===== src/rtl/lead0_normalize64.sv =====
// lead0_normalize64 -- normalizing shifter placed after the 64-bit LZD in the
// ICDF Gaussian generator. It left-justifies the 61-bit uniform word using the
// leading-zero count from the LZD, so bit 60 of norm_out is the leading one.
//
// Build option: define NORM_PIPELINE_EN for a three-stage 16/4/1 shifter with
// 4-cycle latency. Leave it undefined for a single barrel shift with 2-cycle
// latency. Both builds have identical outputs, reset values and valid behaviour.
//
// Counts 62/63 never come from the LZD. If one arrives anyway, the total shift
// is at least 61, so every bit leaves the 61-bit window and norm_out becomes 0.
// zero_flag stays low because it only matches 61. lz_out passes the count through.

module lead0_normalize64 (
    input  logic        clk,
    input  logic        rst,
    input  logic        en_norm,
    input  logic [60:0] in,
    input  logic [5:0]  zero_pos,
    output logic [60:0] norm_out,
    output logic [5:0]  lz_out,
    output logic        zero_flag,
    output logic        valid_out
);

    localparam logic [5:0] ALL_ZERO_CNT = 6'd61;

    // Stage 0: capture the word alongside the LZD's own register so that in_d_reg
    // and zero_pos describe the same word in the following cycle.
    logic [60:0] in_d_reg;
    logic        v0_reg;

    logic [60:0] norm_reg;
    logic [5:0]  lz_reg;
    logic        zero_flag_reg;
    logic        valid_reg;

    // Stage-0 register: clears on reset and otherwise loads every cycle.
    always_ff @(posedge clk) begin
        if (rst) begin
            in_d_reg <= '0;
            v0_reg   <= 1'b0;
        end else begin
            in_d_reg <= in;
            v0_reg   <= en_norm;
        end
    end

`ifdef NORM_PIPELINE_EN

    // Coarse, medium and fine shift stages. The count travels with the data.
    logic [60:0] s1_next;
    logic [60:0] s1_reg;
    logic [5:0]  cnt1_reg;
    logic        v1_reg;

    logic [60:0] s2_next;
    logic [60:0] s2_reg;
    logic [5:0]  cnt2_reg;
    logic        v2_reg;

    logic [60:0] norm_next;

    // Coarse shift by 0/16/32/48. This stage samples zero_pos directly.
    always_comb begin
        s1_next = in_d_reg << {zero_pos[5:4], 4'b0000};
    end

    // Medium shift by 0/4/8/12, using the count carried from stage 1.
    always_comb begin
        s2_next = s1_reg << {cnt1_reg[3:2], 2'b00};
    end

    // Fine shift by 0..3. Each output bit is a 4:1 mux over its lower neighbours,
    // with zeros fed in below bit 0.
    genvar gi;
    generate
        for (gi = 0; gi < 61; gi = gi + 1) begin : g_fine
            logic [3:0] taps;
            assign taps[0] = s2_reg[gi];
            if (gi >= 1) begin : g_t1
                assign taps[1] = s2_reg[gi-1];
            end else begin : g_t1z
                assign taps[1] = 1'b0;
            end
            if (gi >= 2) begin : g_t2
                assign taps[2] = s2_reg[gi-2];
            end else begin : g_t2z
                assign taps[2] = 1'b0;
            end
            if (gi >= 3) begin : g_t3
                assign taps[3] = s2_reg[gi-3];
            end else begin : g_t3z
                assign taps[3] = 1'b0;
            end
            assign norm_next[gi] = taps[cnt2_reg[1:0]];
        end
    endgenerate

    // Shift-stage registers. Data loads every cycle. Only the valid bits matter
    // while the pipeline is idle.
    always_ff @(posedge clk) begin
        if (rst) begin
            s1_reg        <= '0;
            cnt1_reg      <= '0;
            v1_reg        <= 1'b0;
            s2_reg        <= '0;
            cnt2_reg      <= '0;
            v2_reg        <= 1'b0;
            norm_reg      <= '0;
            lz_reg        <= '0;
            zero_flag_reg <= 1'b0;
            valid_reg     <= 1'b0;
        end else begin
            s1_reg        <= s1_next;
            cnt1_reg      <= zero_pos;
            v1_reg        <= v0_reg;
            s2_reg        <= s2_next;
            cnt2_reg      <= cnt1_reg;
            v2_reg        <= v1_reg;
            norm_reg      <= norm_next;
            lz_reg        <= cnt2_reg;
            zero_flag_reg <= (cnt2_reg == ALL_ZERO_CNT);
            valid_reg     <= v2_reg;
        end
    end

`else

    logic [60:0] norm_next;

    // Full barrel shift in one step. A shift of 61 or more yields 0.
    always_comb begin
        norm_next = in_d_reg << zero_pos;
    end

    // Output register placed directly after stage 0.
    always_ff @(posedge clk) begin
        if (rst) begin
            norm_reg      <= '0;
            lz_reg        <= '0;
            zero_flag_reg <= 1'b0;
            valid_reg     <= 1'b0;
        end else begin
            norm_reg      <= norm_next;
            lz_reg        <= zero_pos;
            zero_flag_reg <= (zero_pos == ALL_ZERO_CNT);
            valid_reg     <= v0_reg;
        end
    end

`endif

    assign norm_out  = norm_reg;
    assign lz_out    = lz_reg;
    assign zero_flag = zero_flag_reg;
    assign valid_out = valid_reg;

endmodule


===== config.mk =====
export PLATFORM = sky130hd
export DESIGN_NAME = lead0_normalize64
export DESIGN_NICKNAME = d
export VERILOG_FILES = /design/src/rtl/lead0_normalize64.sv
export SDC_FILE = /design/constraint.sdc
export NUM_CORES = 1
export LEC_CHECK = 0
export CORE_MARGIN = 2
export CORE_UTILIZATION = 50
export DETAILED_ROUTE_END_ITERATION = 6
export GPL_TIMING_DRIVEN = 0
export HOLD_SLACK_MARGIN = 0.05
export PLACE_DENSITY_LB_ADDON = 0.25
export SYNTH_ARGS = -nofsm -noshare
export SYNTH_HDL_FRONTEND = slang
export SYNTH_SLANG_ARGS = --single-unit

===== constraint.sdc =====
create_clock -name clk -period 2.5 [get_ports clk]
set_input_delay 0.5 -clock clk [delete_from_list [all_inputs] [get_ports clk]]
set_output_delay 0.5 -clock clk [all_outputs]
set_load 0.01 [all_outputs]

# == After elaboration in Yosys (flattened, before gate mapping) ==
# Cells that the tools add are included.
# word_totals
ff_bits,131
in_bits,70
out_inout_bits,69
word_cells,8
# op_classes
n_eq_ne,1
shifts,1
# ops
operator,n
$shl 61x6->61,1
$eq 6x6->1 const B,1

# == Longest topological paths before layout ==
# Gate-level depths: netlist (run 1).
# logic_depth
depth_word,1
mapped_depth,10
ltp_nobuf,6

# == Least setup slack after synthesis (run 1) ==
# OpenSTA, ideal clock, no wires.
# synth_path
kind,input to register
from,input zero_pos[1]
to,register norm_reg[21] (netlist: norm_out[21])
setup_ps,115
t_arrival_ps,2084
required_ps,2385
slack_ps,302
cell_stages,7
n_path_buf,2
path_cell_list,buf_6 > buf_12 > mux4_1 > mux2_4 > and2_4 > o21a_1 > o21a_1
# synth_between
elab_chain_cells,1
# synth_lines
item,line,source
start: declaration,18,"input logic [5:0] zero_pos,"
$shl 61x6->61,133,norm_next = in_d_reg << zero_pos;
end signal: assignment,144,norm_reg <= norm_next;
end: declaration,32,logic [60:0] norm_reg;
# No other way between the ends.
# A chain may end at the register's enable or synchronous reset.

# == Final worst setup path (run 1) ==
# layout_path
from,input zero_pos[1]
to,register norm_reg[51] (netlist: norm_out[51])
# The elaborated chain is that of the path after synthesis.

==> results of run 1 <==
how the worst min path moves through the flow:
stage               slack (ns)   endpoint
CTS                       0.45  valid_out
global route              0.46  valid_out
detailed placement        0.44  valid_out
finish                    0.45  valid_out
floorplan                 0.41  valid_out
global placement          0.42  valid_out
worst max-delay path, stage by stage:
cell,delay [ns]
buf_6,0.10
buf_6,0.18
buf_6,0.21
buf_4,0.23
clkbuf_4,0.27
mux4_2,0.38
nand2_1,0.09
o21ai_0,0.12
o211ai_1,0.44
o221ai_1,0.21
stage by stage:
stage / std cells / worst slack, ns / util / setup TNS (ns) / hold WS [ns]
2_1_floorplan: 719 / 0.3016 / - / 0 / 0.4138
3_3_place_gp: 1042 / -0.8455 / 0.6120 / -35.25 / 0.4203
3_5_place_dp: 1042 / -0.8369 / 0.6120 / -34.80 / 0.4409
4_1_cts: 1074 / 0.002271 / 0.6598 / 0 / 0.4541
5_1_grt: 1075 / -0.01306 / 0.6647 / -0.01306 / 0.4622
6_report: 1075 / 0.02335 / 0.6647 / 0 / 0.4488
cell families (layout without fill, tap and decap cells):
family / Yosys count / count (layout) / share of synthesized area
AND/OR/NAND/NOR: 233 / 233 / 0.1548
multiplexers: 163 / 163 / 0.3267
flip-flops: 131 / 131 / 0.3445
buffers and inverters: 66 / 234 / 0.05604
AO/OA/AOI/OAI: 126 / 126 / 0.1180
cell type report:
cell class	count	area, um^2
Clock inverter	12	180.2
Inverter	6	23.77
Timing Repair Buffer	136	1361
Fill cell	1123	5041
Sequential cell	131	2623
Buffer	60	440.4
Multi-Input combinational cell	522	4682
Clock buffer	20	446.7
Tap cell	188	235.2
report_power, final:
group	switching, mW	total (mW)	internal (mW)
Clock	0.988	2.68	1.69
Combinational	0.751	1.40	0.649
Sequential	0.0912	2.29	2.20
Total	1.83	6.37	4.54
layout by cell type (no fill, tap or decap), drive strengths merged, types with 19 or more instances in the layout:
| cell | synthesis | final |
|---|---|---|
| nand2 | 48 | 48 |
| nor2b | 69 | 69 |
| mux2i | 66 | 66 |
| o21ai | 20 | 20 |
| clkbuf | 29 | 50 |
| mux4 | 58 | 58 |
| a21oi | 19 | 19 |
| nor2 | 60 | 60 |
| dfxtp | 131 | 131 |
| clkdlybuf4s50 | 0 | 134 |
| mux2 | 39 | 39 |
| buf | 30 | 30 |
layer usage:
layer  part of all wire  GRT usage  vias to the layer above  wire, um
met5                  0          0                        -         0
met4              0.049     0.1687                        0      1514
met3               0.10    0.08752                      116      3209
met2               0.46     0.6118                      583     14230
met1               0.38     0.4816                     3443     11740
li1                   -          -                     3007         -
timing repair:
action,CTS,global route
setup endpoints to repair,47,27
buffers inserted,0,1
gates resized for setup,31,21
pin swaps,0,3
cloned,0,0
==> flow_metrics.env, run 1 <==
export IMPL_status="completed"
export IMPL_hold_viol=0
export IMPL_ys_top_cells_by_area="dfxtp_1, mux4_2, mux2i_1, nor2b_1, mux2_2"
export IMPL_root_buffer="clkbuf_16"
export IMPL_cts_made_buffers=17
export IMPL_layout_min_cycle_time_ns=2.477
export IMPL_p_per_area_mw_per_mm2=637.8
export IMPL_setup_viol=0
export IMPL_fin_nets=944
export IMPL_grt_pass1_wl_mm=44.79
export IMPL_crit_end="norm_out[51]"
export IMPL_synth_top_area_cell="dfxtp_1"
export IMPL_maxCapViolCount=0
export IMPL_synth_edf_count=0
export IMPL_hpwl_mm=22.98
export IMPL_cts_sinks=131
export IMPL_max_vdd_ir_drop_v=0.0004436
export IMPL_ys_types=64
export IMPL_synth_top_cell_area_share=0.3445
export IMPL_ys_flop_type="dfxtp_1"
export IMPL_max_clock_freq_mhz=403.8
export IMPL_drc=0
export IMPL_vias_per_cell=6.650
export IMPL_ys_seq_elements=131
export IMPL_drt_iter0_markers=878
export IMPL_critPathLaunchType="input pin"
export IMPL_synth_most_common_cell="dfxtp_1"
export IMPL_row_count=45
export IMPL_wire_per_inst_um=28.56
export IMPL_cp_arrival_ns=2.75
export IMPL_cts_clk_slew_worst_paths_ns=0.06
export IMPL_drive_gt1_frac=0.2176
export IMPL_cts_tree="yes"
export IMPL_cts_htree_levels=4
export IMPL_wirelength_mm=30.70
export IMPL_ys_warn_count=0
export IMPL_postSynthCellCount=719
export IMPL_critPathKind="in -> reg"
export IMPL_r2r_cells=5
export IMPL_fin_area_mm2=0.009992
export IMPL_place_area_mm2=0.009200
export IMPL_min_path_cells=1
export IMPL_grt_pass1_vias=6969
export IMPL_yosysSeqAreaShare=0.3445
export IMPL_first_pass_iters=5
export IMPL_antenna_cells=0
export IMPL_routabilityCongestion=1.003
export IMPL_reg2reg_setup_slack_ns=0.22
export IMPL_ys_async_sr_fraction=0
export IMPL_die_area_mm2=0.01623
export IMPL_min_from="v0_reg"
export IMPL_finalMaxSlewViolations=0
export IMPL_start_util=0.5065
export IMPL_port_buffer_count=135
export IMPL_vias=7149
export IMPL_worstSetupEndpointType="flip-flop"
export IMPL_synth_area_mm2=0.007614
export IMPL_grt_max_degree=17
export IMPL_syn_nets=789
export IMPL_antenna_found_initial=0
export IMPL_final_antenna_net_count=0
export IMPL_clk_path_buf_depth=2
export IMPL_globalRouteOverflowTotal=0
export IMPL_core_mm2=0.01503
export IMPL_power_mw=6.373
export IMPL_final_setup_skew_ns=0.006980
export IMPL_grt_use_total=0.3770
export IMPL_synth_common_cells="dfxtp_1, nor2b_1, mux2i_1"
export IMPL_die_w_um=127.4
export IMPL_syn2layout_area_growth_pct=31.24
export IMPL_slew_headroom=0.4028
export IMPL_postSynthAreaPerCell_um2=10.59
export IMPL_path_max_fanout=10
export IMPL_r2r_start="in_d_reg[36]"
export IMPL_fin_crit_sh=0.9907
export IMPL_r2r_end="norm_out[57]"
export IMPL_hold_buffers=0
export IMPL_tightest_slew_ns=0.8957
export IMPL_clk_latency_ns=0.44
export IMPL_io_pins=139
export IMPL_die_h_um=127.4
export IMPL_hold_class="reg -> reg"
export IMPL_required_ns=2.78
export IMPL_p_leak_nw=3.812
export IMPL_crit_start="zero_pos[1]"
(Power assumes the default switching activity.)
==> run 2, diff against run 1 <==
Settings changed: ABC_AREA set to 1.
==> run 2 against run 1 <==
The run now ends with DRC left. First-iteration DRC count up 27%. Core utilization up 0.38 points. Critical path depth down 3. Via count up 15%. Die area down 7.7%. Critical path type unchanged. Largest cell class unchanged.
==> flow_metrics.env, run 2 <==
export IMPL_status="finished, violations left"
export IMPL_violations="DRC"
export IMPL_layout_min_cycle_time_ns=2.090
export IMPL_tns_ns=0
export IMPL_wl_met3_mm=2.514
export IMPL_path_buf_inv=3
export IMPL_ctsResizeCount=0
export IMPL_vias_per_cell=5.595
export IMPL_clk_latency_ns=0.43
export IMPL_drive_gt1_frac=0.06542
export IMPL_final_setup_skew_ns=0.008474
export IMPL_root_buffer="clkbuf_16"
export IMPL_port_buffer_count=133
export IMPL_die_h_um=122.4
export IMPL_ys_warn_count=0
export IMPL_setup_viol=0
export IMPL_clk_path_buf_depth=2
export IMPL_postSynthCellCount=1120
export IMPL_synth_common_cells="nand3_1, nand2_1, dfxtp_1"
export IMPL_synth_area_mm2=0.007012
export IMPL_crit_top_cell="nand3_1"
export IMPL_grt_max_degree=17
export IMPL_cts_made_buffers=17
export IMPL_wire_per_inst_um=16.62
export IMPL_ys_seq_elements=131
export IMPL_path_max_fanout=10
export IMPL_worstSetupEndpointType="flip-flop"
export IMPL_synth_edf_count=0
export IMPL_r2r_start="in_d_reg[0]"
export IMPL_rsz0062_at_grt="no"
export IMPL_synth_most_common_cell="nand3_1"
export IMPL_vias=8191
export IMPL_ys_async_sr_fraction=0
export IMPL_ys_types=22
export IMPL_preCtsSetupSlack_ns=0.07148
export IMPL_die_w_um=122.4
export IMPL_crit_start="zero_pos[2]"
export IMPL_drc=1
export IMPL_holdWs_ns=0.4082
export IMPL_hold_class="reg -> reg"
export IMPL_first_pass_iters=7
export IMPL_dr_wl_met2_mm=10.92
export IMPL_max_clock_freq_mhz=478.6
export IMPL_p_leak_nw=4.342
export IMPL_cts_sinks=131
export IMPL_antenna_found_initial=0
export IMPL_syn2layout_area_growth_pct=31.30
export IMPL_cts_htree_levels=4
export IMPL_critPathTopFamily="buffers and inverters"
export IMPL_io_pins=139
export IMPL_final_antenna_net_count=0
export IMPL_grt_pass1_wl_mm=38.46
export IMPL_core_mm2=0.01377
export IMPL_grt_pass1_vias=7485
export IMPL_tightest_slew_ns=0.6239
export IMPL_drt_iter0_markers=1119
export IMPL_nFillCells=1302
export IMPL_grt_use_total=0.3362
export IMPL_max_vdd_ir_drop_v=0.0005449
export IMPL_critPathKind="in -> reg"
export IMPL_cts_tree="yes"
export IMPL_die_area_mm2=0.01499
export IMPL_ys_flop_type="dfxtp_1"
export IMPL_final_cell_mix="nand3_1, nand2_1, clkdlybuf4s50_1"
export IMPL_hold_buffers=0
export IMPL_required_ns=2.85
export IMPL_hold_viol=0
export IMPL_routabilityCongestion=1.022
export IMPL_ys_top_cells_by_area="dfxtp_1, nand3_1, nand2_1, nor2_1, inv_1"
export IMPL_worst_slack_ns=0.4104
export IMPL_critPathLaunchType="input pin"
export IMPL_wirelength_mm=24.33
export IMPL_p_per_area_mw_per_mm2=669.7
export IMPL_postCtsSetupBuffers=0
export IMPL_antenna_cells=0
export IMPL_fin_nets=1342
export IMPL_synth_top_cell_area_share=0.3740
export IMPL_synth_top_area_cell="dfxtp_1"
export IMPL_final_common_cell="nand3_1"
export IMPL_maxCapViolCount=0
export IMPL_slew_headroom=0.5841
export IMPL_start_util=0.5091
export IMPL_crit_chain="clkdlybuf4s50_1 -> inv_2 -> buf_1 -> nand3_1 -> nand3_1 -> nand3_1 -> a21oi_1"
export IMPL_highest_layer="met4"
export IMPL_crit_slowest_cell="clkdlybuf4s50_1"
export IMPL_met1_length_mm=10.48
export IMPL_cts_clk_slew_worst_paths_ns=0.06
export IMPL_multi_input_area_mm2=0.003709
export IMPL_postSynthAreaPerCell_um2=6.260
export IMPL_fin_crit_sh=0.8358
export IMPL_hpwl_mm=18.96
export IMPL_syn_nets=1190
export IMPL_finalMaxSlewViolations=0
export IMPL_row_count=43
export IMPL_crit_path_max_incr_delay_ns=0.48
export IMPL_cp_arrival_ns=2.44
export IMPL_globalRouteOverflowTotal=0
export IMPL_yosysSeqAreaShare=0.3740
export IMPL_seq_area_mm2=0.002623
export IMPL_min_from="v0_reg"
-- run 2: cell types whose count changed after synthesis, sizes merged, moves of 39 or more --
cell   delta
nand3   +375
nand2   +284
nor2b    -69
mux2i    -66
inv      +65
mux4     -58
mux2     -39
-- run 2: metrics by stage --
step	area (um^2)	instances	power, mW	util
after global placement	8568	1433	3.457	0.6221
after CTS	9206	1464	6.137	0.6684
final	9206	1464	6.165	0.6684
after detailed placement	8568	1433	3.466	0.6221
after floorplan	7012	1120	2.994	-
after global routing	9206	1464	6.398	0.6684
-- run 2: layout make-up --
class	instances	area share
buffer	82	0.04431
sequential	131	0.2849
clock buffer	18	0.04770
timing repair buffer	133	0.1446
tap	180	0.02446
clock inverter	13	0.02161
inverter	70	0.02963
multi-input combinational	837	0.4028
-- run 2: final timing paths --
kind                            cells past startpoint            to  slack (ns)
worst max register to register                      8  norm_out[47]        1.05
worst min-delay path                                2     valid_out        0.41
worst min register to register                      2     valid_out        0.41
worst max-delay path                                7  norm_out[30]        0.41
-- run 2: routing by layer --
layer  global-route usage  up-vias
met5                    0        -
met4              0.09267        0
met3              0.08457       41
met2               0.5344      432
met1               0.4536     3746
li1                     -     3972
-- run 2: cells by family (layout without fill, tap and decap cells) --
group | Yosys count | in the layout | synth area share
AO/OA/AOI/OAI | 17 | 17 | 0.01374
buffers and inverters | 152 | 316 | 0.09707
flip-flops | 131 | 131 | 0.3740
AND/OR/NAND/NOR | 820 | 820 | 0.5152
-- run 2: worst reg2reg max path: stages, from the launching register on --
cell	delay [ns]
dfxtp_1	0.38
nand2_1	0.11
nand3_1	0.11
nand3_1	0.08
nand2_1	0.20
nand2_1	0.08
nand2_1	0.18
nand3_1	0.12
nand2_1	0.14
-- run 2: power by group --
group | internal, mW | total [mW] | switching [mW] | leakage, nW
Clock | 1.71 | 2.70 | 0.994 | 0.306
Combinational | 0.465 | 1.21 | 0.750 | 2.95
Sequential | 2.20 | 2.25 | 0.0439 | 1.08
Total | 4.38 | 6.17 | 1.79 | 4.34
==> run 3, diff against run 2 <==
Settings changed: CORE_UTILIZATION 50 to 47.
Clock period 2.5 ns to 1.9 ns, I/O delays scaled along.
==> run 3 against run 2 <==
The flow now finishes without violations. First-iteration DRC count is 14% lower. Global-route usage is 2.1 points lower. Combinational power is 32% higher. Critical path depth is 2 higher.
==> flow_metrics.env, run 3 (synthesis results as in run 2) <==
export IMPL_place_area_mm2=0.008573
export IMPL_globalRouteOverflowTotal=0
export IMPL_grt_pass1_vias=7414
export IMPL_tns_ns=0
export IMPL_slew_headroom=0.5921
export IMPL_path_max_fanout=10
export IMPL_first_pass_iters=6
export IMPL_p_clk_frac=0.418
export IMPL_vias_per_cell=5.499
export IMPL_critPathKind="in -> reg"
export IMPL_power_mw=7.839
export IMPL_holdWs_ns=0.4055
export IMPL_syn2layout_area_growth_pct=30.82
export IMPL_r2r_cells=8
export IMPL_hold_viol=0
export IMPL_final_util=0.6311
export IMPL_min_path_cells=2
export IMPL_final_antenna_net_count=0
export IMPL_cts_made_buffers=17
export IMPL_antenna_found_initial=1
export IMPL_p_leak_nw=4.327
export IMPL_final_setup_skew_ns=0.01454
export IMPL_wirelength_mm=24.56
export IMPL_fin_nets=1342
export IMPL_layout_min_cycle_time_ns=1.825
export IMPL_drt_iter0_markers=964
export IMPL_grt_use_total=0.3154
export IMPL_wire_per_inst_um=16.71
export IMPL_cts_clk_slew_worst_paths_ns=0.06
export IMPL_die_w_um=126.1
export IMPL_fin_crit_sh=0.9605
export IMPL_drive_gt1_frac=0.06693
export IMPL_min_from="v0_reg"
export IMPL_io_pins=139
export IMPL_hpwl_mm=19.33
export IMPL_start_util=0.4824
export IMPL_r2r_end="norm_out[47]"
export IMPL_p_sw_frac=0.3026
export IMPL_grt_pass1_wl_mm=39.22
export IMPL_routabilityCongestion=0.9858
export IMPL_die_h_um=126.1
export IMPL_row_count=44
export IMPL_p_per_area_mw_per_mm2=854.7
export IMPL_preCtsSetupSlack_ns=-0.4567
export IMPL_cts_htree_levels=4
export IMPL_power_frac_comb=0.205
export IMPL_max_clock_freq_mhz=547.9
export IMPL_min_to="valid_out"
export IMPL_cts_sinks=131
export IMPL_core_mm2=0.01453
export IMPL_grt_max_degree=17
export IMPL_worstSetupEndpointType="flip-flop"
export IMPL_final_cells=1470
export IMPL_port_buffer_count=133
export IMPL_r2r_start="in_d_reg[0]"
export IMPL_setup_viol=0
export IMPL_final_common_cell="nand3_1"
export IMPL_reg2reg_setup_slack_ns=0.47
export IMPL_p_sw_mw=2.372
export IMPL_cts_tree="yes"
export IMPL_p_seq_frac=0.377
export IMPL_root_buffer="clkbuf_16"
export IMPL_finalMaxSlewViolations=0
export IMPL_hold_buffers=0
export IMPL_maxCapViolCount=0
export IMPL_postCtsSetupBuffers=0
export IMPL_required_ns=2.27
export IMPL_final_cell_mix="nand3_1, nand2_1, clkdlybuf4s50_1"
export IMPL_tightest_slew_ns=0.6118
export IMPL_status="completed"
export IMPL_max_vdd_ir_drop_v=0.0006606
export IMPL_internal_power_mw=5.467
export IMPL_fin_area_mm2=0.009173
export IMPL_rsz0062_at_grt="yes"
export IMPL_place_inst=1437
export IMPL_cp_arrival_ns=2.20
export IMPL_critPathLaunchType="input pin"
export IMPL_clk_latency_ns=0.43
export IMPL_hold_class="reg -> reg"
export IMPL_ctsResizeCount=1
export IMPL_drc=0
export IMPL_die_area_mm2=0.01591
export IMPL_worst_slack_ns=0.07498
export IMPL_vias=8084
export IMPL_clk_path_buf_depth=2
==> run 3: worst max-delay path, cell delays in order <==
cell,delay [ns]
clkdlybuf4s50_1,0.49
inv_2,0.25
buf_2,0.28
nand3_1,0.13
nand3_1,0.23
nand3_1,0.19
nand2_1,0.12
nand2_1,0.05
nand2_1,0.08
==> run 3: metal layers <==
layer	GRT usage	up-vias	wire [um]	share of wire
met3	0.09303	34	2428	0.099
met2	0.4747	429	10670	0.43
met4	0.1015	0	480	0.020
met1	0.4352	3646	10980	0.45
li1	-	3975	-	-
met5	0	-	0	0
==> run 3: power by group through the flow <==
stage | clock [mW] | sequential [mW] | combinational, mW
floorplan | 0 | 3.05 | 0.890
global placement | 0 | 3.01 | 1.55
detailed placement | 0 | 3.02 | 1.56
finish | 3.28 | 2.96 | 1.60
CTS | 3.30 | 2.96 | 1.57
global route | 3.42 | 2.97 | 1.76
==> run 3: how the worst max path moves through the flow <==
| stage | start | to | slack [ns] | cells past startpoint |
|---|---|---|---|---|
| after floorplan | zero_pos[1] | norm_out[56] | 0.51 | 10 |
| after global placement | zero_pos[2] | norm_out[58] | -0.46 | 9 |
| after detailed placement | zero_pos[2] | norm_out[58] | -0.46 | 9 |
| after CTS | zero_pos[2] | norm_out[43] | 0.02 | 9 |
| after global routing | zero_pos[2] | norm_out[43] | -0.03 | 9 |
| final | zero_pos[2] | norm_out[59] | 0.07 | 9 |
==> run 3: area by class of cell <==
class	count	area (um^2)
Clock inverter	13	152.6
Tap cell	184	230.2
Sequential cell	131	2623
Fill cell	1429	5361
Clock buffer	19	432.9
Inverter	70	272.8
Multi-Input combinational cell	837	3709
Timing Repair Buffer	133	1331
Buffer	82	419.2
Antenna cell	1	2.502
